`config.mk`:
```
export PLATFORM = sky130hd
export DESIGN_NAME = eth_rx_frame_check
export DESIGN_NICKNAME = d
export VERILOG_FILES = /design/src/rtl/eth_rx_frame_check.sv
export SDC_FILE = /design/constraint.sdc
export NUM_CORES = 2
export LEC_CHECK = 0
export ABC_AREA = 1
export CORE_AREA = 2 2 247 249
export DETAILED_ROUTE_END_ITERATION = 7
export DIE_AREA = 0 0 249 251
export PLACE_DENSITY = 0.84
export SYNTH_ARGS = -nofsm -noshare
export SYNTH_HDL_FRONTEND = slang
export SYNTH_SLANG_ARGS = --single-unit
export TNS_END_PERCENT = 5
```
`constraint.sdc`:
```
create_clock -name i_clk -period 6.5 [get_ports i_clk]
set_clock_uncertainty 0.05 [all_clocks]
set_input_delay 1.3 -clock i_clk [delete_from_list [all_inputs] [get_ports i_clk]]
set_output_delay 1.3 -clock i_clk [all_outputs]
set_load 0.02 [all_outputs]
```
`src/rtl/eth_rx_frame_check.sv`:
```
// Receive-side frame checker: shadows one 64-byte frame and runs a byte-serial CRC-32 over
// bytes 0..59. It also reports address match and FCS status once per accepted frame.
module eth_rx_frame_check #(
    parameter logic [47:0] MY_MAC  = 48'h02_00_00_00_00_01,
    parameter bit          PROMISC = 1'b0
) (
    input  logic         i_clk,
    input  logic         i_rst,
    input  logic [511:0] i_frame_in,
    input  logic         i_frame_vld,
    output logic         o_busy,
    output logic         o_done,
    output logic [47:0]  o_dst_mac,
    output logic [47:0]  o_src_mac,
    output logic [15:0]  o_eth_type,
    output logic         o_addr_match,
    output logic         o_crc_ok,
    output logic         o_frame_good,
    output logic [7:0]   o_drop_cnt
);

    localparam logic [31:0] CrcPoly = 32'hEDB8_8320;
    localparam logic [31:0] CrcInit = 32'hFFFF_FFFF;
    localparam logic [5:0]  LastIdx = 6'd59;

    typedef enum logic [1:0] {StIdle, StRun, StCmp} state_e;

    state_e         r_state, w_state_nxt;
    logic [511:0]   r_shadow, w_shadow_nxt;
    logic [5:0]     r_idx, w_idx_nxt;
    logic [31:0]    r_crc, w_crc_nxt;
    logic           r_busy, w_busy_nxt;
    logic           r_done, w_done_nxt;
    logic [47:0]    r_dst, w_dst_nxt;
    logic [47:0]    r_src, w_src_nxt;
    logic [15:0]    r_type, w_type_nxt;
    logic           r_match, w_match_nxt;
    logic           r_crc_ok, w_crc_ok_nxt;
    logic           r_good, w_good_nxt;
    logic [7:0]     r_drop, w_drop_nxt;

    logic [7:0]     w_byte;
    logic [47:0]    w_dst;
    logic [47:0]    w_src;
    logic [15:0]    w_type;
    logic           w_addr_hit;
    logic           w_fcs_ok;

    // Reflected CRC-32, bits of the byte consumed LSB first.
    function automatic logic [31:0] crc_byte(input logic [31:0] crc, input logic [7:0] data);
        logic [31:0] c;
        c = crc;
        for (int i = 0; i < 8; i++) begin
            if (c[0] ^ data[i]) begin
                c = (c >> 1) ^ CrcPoly;
            end else begin
                c = c >> 1;
            end
        end
        return c;
    endfunction

    assign w_byte = r_shadow[{r_idx, 3'b000} +: 8];

    // Header fields are big-endian on the wire: byte 0 lands in the MSB.
    always_comb begin
        w_dst = '0;
        w_src = '0;
        for (int i = 0; i < 6; i++) begin
            w_dst[47 - 8 * i -: 8] = r_shadow[8 * i +: 8];
            w_src[47 - 8 * i -: 8] = r_shadow[8 * (i + 6) +: 8];
        end
        w_type = {r_shadow[103:96], r_shadow[111:104]};
    end

    assign w_addr_hit = PROMISC || (w_dst == MY_MAC) || (w_dst == 48'hFFFF_FFFF_FFFF);
    // Bytes 63..60 in descending order already sit contiguously at the top of the frame.
    assign w_fcs_ok   = (~r_crc == r_shadow[511:480]);

    always_comb begin
        w_state_nxt  = r_state;
        w_shadow_nxt = r_shadow;
        w_idx_nxt    = r_idx;
        w_crc_nxt    = r_crc;
        w_busy_nxt   = r_busy;
        w_done_nxt   = 1'b0;
        w_dst_nxt    = r_dst;
        w_src_nxt    = r_src;
        w_type_nxt   = r_type;
        w_match_nxt  = r_match;
        w_crc_ok_nxt = r_crc_ok;
        w_good_nxt   = r_good;
        unique case (r_state)
            StIdle: begin
                if (i_frame_vld) begin
                    w_shadow_nxt = i_frame_in;
                    w_idx_nxt    = '0;
                    w_crc_nxt    = CrcInit;
                    w_busy_nxt   = 1'b1;
                    w_state_nxt  = StRun;
                end
            end
            StRun: begin
                w_crc_nxt = crc_byte(r_crc, w_byte);
                w_idx_nxt = r_idx + 6'd1;
                if (r_idx == LastIdx) begin
                    w_state_nxt = StCmp;
                end
            end
            StCmp: begin
                w_dst_nxt    = w_dst;
                w_src_nxt    = w_src;
                w_type_nxt   = w_type;
                w_match_nxt  = w_addr_hit;
                w_crc_ok_nxt = w_fcs_ok;
                w_good_nxt   = w_fcs_ok & w_addr_hit;
                w_done_nxt   = 1'b1;
                w_busy_nxt   = 1'b0;
                w_state_nxt  = StIdle;
            end
            default: begin
                w_state_nxt = StIdle;
                w_busy_nxt  = 1'b0;
            end
        endcase
    end

    always_comb begin
        w_drop_nxt = r_drop;
        if (i_frame_vld && r_busy && (r_drop != 8'hFF)) begin
            w_drop_nxt = r_drop + 8'd1;
        end
    end

    always_ff @(posedge i_clk) begin
        if (i_rst) begin
            r_state  <= StIdle;
            r_shadow <= '0;
            r_idx    <= '0;
            r_crc    <= CrcInit;
            r_busy   <= 1'b0;
            r_done   <= 1'b0;
            r_dst    <= '0;
            r_src    <= '0;
            r_type   <= '0;
            r_match  <= 1'b0;
            r_crc_ok <= 1'b0;
            r_good   <= 1'b0;
            r_drop   <= '0;
        end else begin
            r_state  <= w_state_nxt;
            r_shadow <= w_shadow_nxt;
            r_idx    <= w_idx_nxt;
            r_crc    <= w_crc_nxt;
            r_busy   <= w_busy_nxt;
            r_done   <= w_done_nxt;
            r_dst    <= w_dst_nxt;
            r_src    <= w_src_nxt;
            r_type   <= w_type_nxt;
            r_match  <= w_match_nxt;
            r_crc_ok <= w_crc_ok_nxt;
            r_good   <= w_good_nxt;
            r_drop   <= w_drop_nxt;
        end
    end

    assign o_busy       = r_busy;
    assign o_done       = r_done;
    assign o_dst_mac    = r_dst;
    assign o_src_mac    = r_src;
    assign o_eth_type   = r_type;
    assign o_addr_match = r_match;
    assign o_crc_ok     = r_crc_ok;
    assign o_frame_good = r_good;
    assign o_drop_cnt   = r_drop;

endmodule

```
==> summary.md <==
| Metric | Value |
|---|---|
| Outcome | complete, no violations |
| Post-synth cell types | 42 |
| Arrival @ worst endpoint | 4700 ps |
| Setup Total Neg Slack | 0 ps |
| Commonest cells in the netlist | nor2_1 (740), o21ai_0 (681), dfxtp_1 (677) |
| CP Launch Type | register |
| H-Tree Depth | 3 |
| YS warnings | 0 |
| Die span in y | 251 um |
| # DRC | 0 |
| Largest net degree at the start of global routing | 260 |
| Max_cap viols | 0 |
| Vias in the first global route | 29.7k |
| Worst Tran Pin Value | 1130 ps |
| Asr flop ratio synth | 0% |
| Worst Path Max Fanout | 37 |
| Leak pwr | 0.0157 uW |
| Port bufs | 639 |
| Core area | around 0.06 mm^2 |
| Worst slew margin | roughly a quarter |
| Area of the multi-input gates | 0.0140 mm^2 |
| GR Util All Layers | 35.3% |
| Slowest-stage cell, CP | clkinv_1 |
| Most numerous cell in the Yosys netlist | nor2_1 |
| CTS tree | built |
| Maximum vdd ir drop | 0.216 mV |
| Class of the tightest hold or removal check | register to register |
| Area share of the largest cell type after synthesis | 44.8% |
| Final setup fails | 0 |
| Min cycle time layout | 4240 ps |
| Clock root buffer | clkbuf_16 |
| Number of synthesized flops with an enable pin | 0 |
| Total congestion overflow | 0 |
| PwrDens | between 200 and 300 mW/mm^2 |
| Largest stage delay on the critical path | about 810 ps |
| Worst reg2reg path endpoint | r_crc[23] |
| Starting Density | 50.6% |
| Hold Crit Endpoint | r_shadow[195] |
| WL/cell | 20.4 um |
| DR iter-0 viols | 3594 |
| Detailed Place HPWL | roughly 78000 um |
| Final worst path period share | 65.3% |
| Syn_area_per_cell | approximately 6.9 um^2 |
| Reg2reg path depth | 20 |
| Min-delay src | r_shadow[195] |
| Rows | 90 |
| Cts hold-fix bufs | 0 |
| WHS Path Cells | 2 |
| Synthesized area | approximately 0.030 mm^2 |
| Critical Path RT | ~7000 ps |
| First-pass GRT wire length | 173000 um |
| Clock-pin transition on the worst setup and hold timing paths | 60 ps |
| Clk_lat worst skew | 630 ps |
| Reg area | 0.0136 mm^2 |
| Layout Nets | 5287 |
| Die Wd | 249 um |
| DR vias | 31.9k |
| Worst path cell trace | nand2_1 > clkinv_1 > nand2_1 > nand3_1 > nand2_1 > nand2_1 > nand3_1 > nand3_1 > nand3_1 > nand2_2 > nand2_2 > nand2_4 > inv_2 > nand2_1 > nand2_1 > nand2_2 > nand3_1 > nand2_1 > nor2_1 > nor2_1 |
| ANT nets after route | 0 |
| Yosys reg bits | 677 |
| Gpl congestion | a little under 1 |
| CP most frequent cell | nand2_1 |
| Post-cts sizing count | 0 |
| Fmax | 236 MHz |
| Register area share after synthesis | between 40 and 50% |
| CTS Buffer Depth | 3 |
| TritonRoute pass-1 iters | 7 |
| Final wirelength | 115000 um |
| Initial antenna violation count | 16 |
| Clk sinks | just under 700 |
| Unrepaired setup endpoints after global routing | no |
| Synth area leaders | dfxtp_1 (45%), o21ai_0 (11%), nor2_1 (9.2%), nand2_1 (7.6%), nand3_1 (6.8%) |
| Syn Nets | roughly 5k |
| Fill cells | 5123 |
| DR vias/cell | ~5.7 |
| Num CTS Buffers | 73 |
| Pins Over Slew Limit | 0 |
| Die area | 0.0625 mm^2 |
| Syn-to-layout area delta | 28.5% |
| Synthesized instance count | approximately 4.4k |
| Ports | 640 |
| Worst Setup End Kind | register |
| FF-to-FF setup slack | approximately 2300 ps |
| Tot Pwr | 11300 uW |
| Kind of critical path | register to register |
| Setup bufs post-CTS | 0 |
| Share of cells above drive strength 1 | under 10% |
| Leading area contributor after synthesis | dfxtp_1 |
| Worst r2r src | r_idx[1] |
| Final hold vios | 0 |
| Main synth FF type | dfxtp_1 |
critical path: cells and delay by family, from the launching register on:
family	cells	cell delay, ps
buf+inv	2	940
flops	1	500
simple gates	18	2630
worst max-delay path by stage:
stage	cells after the start	endpoint	start	slack, ps
after detailed placement	8	r_crc[10]	i_rst	2310
final	20	r_crc[23]	r_idx[1]	2260
after global routing	20	r_crc[23]	r_idx[1]	1930
after global placement	8	r_crc[10]	i_rst	2250
after CTS	20	r_crc[23]	r_idx[1]	2300
after floorplan	6	r_idx[1]	i_rst	3860
sequential cells by signal, summed over array words and instances, names as in the netlist:
name	cells
r_shadow	512
o_src_mac	48
o_busy	1
o_done	1
o_dst_mac	48
r_crc	32
o_crc_ok	1
r_state	2
o_frame_good	1
o_eth_type	16
o_drop_cnt	8
o_addr_match	1
r_idx	6
kinds of logic after synthesis:
group                      after synthesis  share of synthesized area (%)
buffers and inverters                  631                           8.85
adders and majority gates                2                         0.0827
and+or+nand+nor                       1848                           25.4
DFF                                    677                           44.8
xor gates and xnor gates                43                           1.24
AOI/OAI and AO/OA                     1158                           19.7
routing by layer:
layer | up-vias | share of wire (%) | track usage [%]
li1 | 15173 | - | -
met1 | 14821 | 42 | 46.9
met2 | 1639 | 45 | 56.4
met3 | 272 | 8.6 | 6.30
met4 | 8 | 4.3 | 15.1
met5 | - | 0.045 | 0
cells in the final DEF (no fill, tap or decap), drive strengths merged, types with 17 or more instances in the layout:
cell type,netlist,layout
o21ai,719,719
xor2,20,20
clkinv,4,17
dfxtp,677,677
inv,299,303
clkdlybuf4s50,0,639
nand2,626,626
buf,109,25
nor2,740,740
o22ai,22,22
a21oi,372,372
nand3,415,415
o211ai,29,29
xnor2,23,23
nor4,28,28
clkbuf,219,101
report_power, final:
group	total [uW]	switching (uW)	internal, uW
logic	2280	1420	861
clock network	4270	1790	2480
registers	4760	261	4490
total	11300	3470	7840
metrics by stage:
stage          std cells  hold WS [ps]  util [%]  setup WS [ps]  instance area, um^2
2_1_floorplan       4359           373         -           3860                30300
4_1_cts             5604           396      65.0           2300                38800
3_5_place_dp        5477           387      60.9           2310                36400
5_1_grt             5614           412      65.0           1930                38900
3_3_place_gp        5477           384      60.9           2250                36400
6_report            5614           400      65.0           2260                38900
layout make-up:
class	instances	share of cell area (%)
inverter	303	3.01
sequential	677	34.9
clock inverter	26	0.847
antenna	10	0.0644
multi-input combinational	3051	36.1
clock buffer	101	5.42
timing repair buffer	664	17.1
tap	782	2.52
Power figures use the tool's default switching activity.
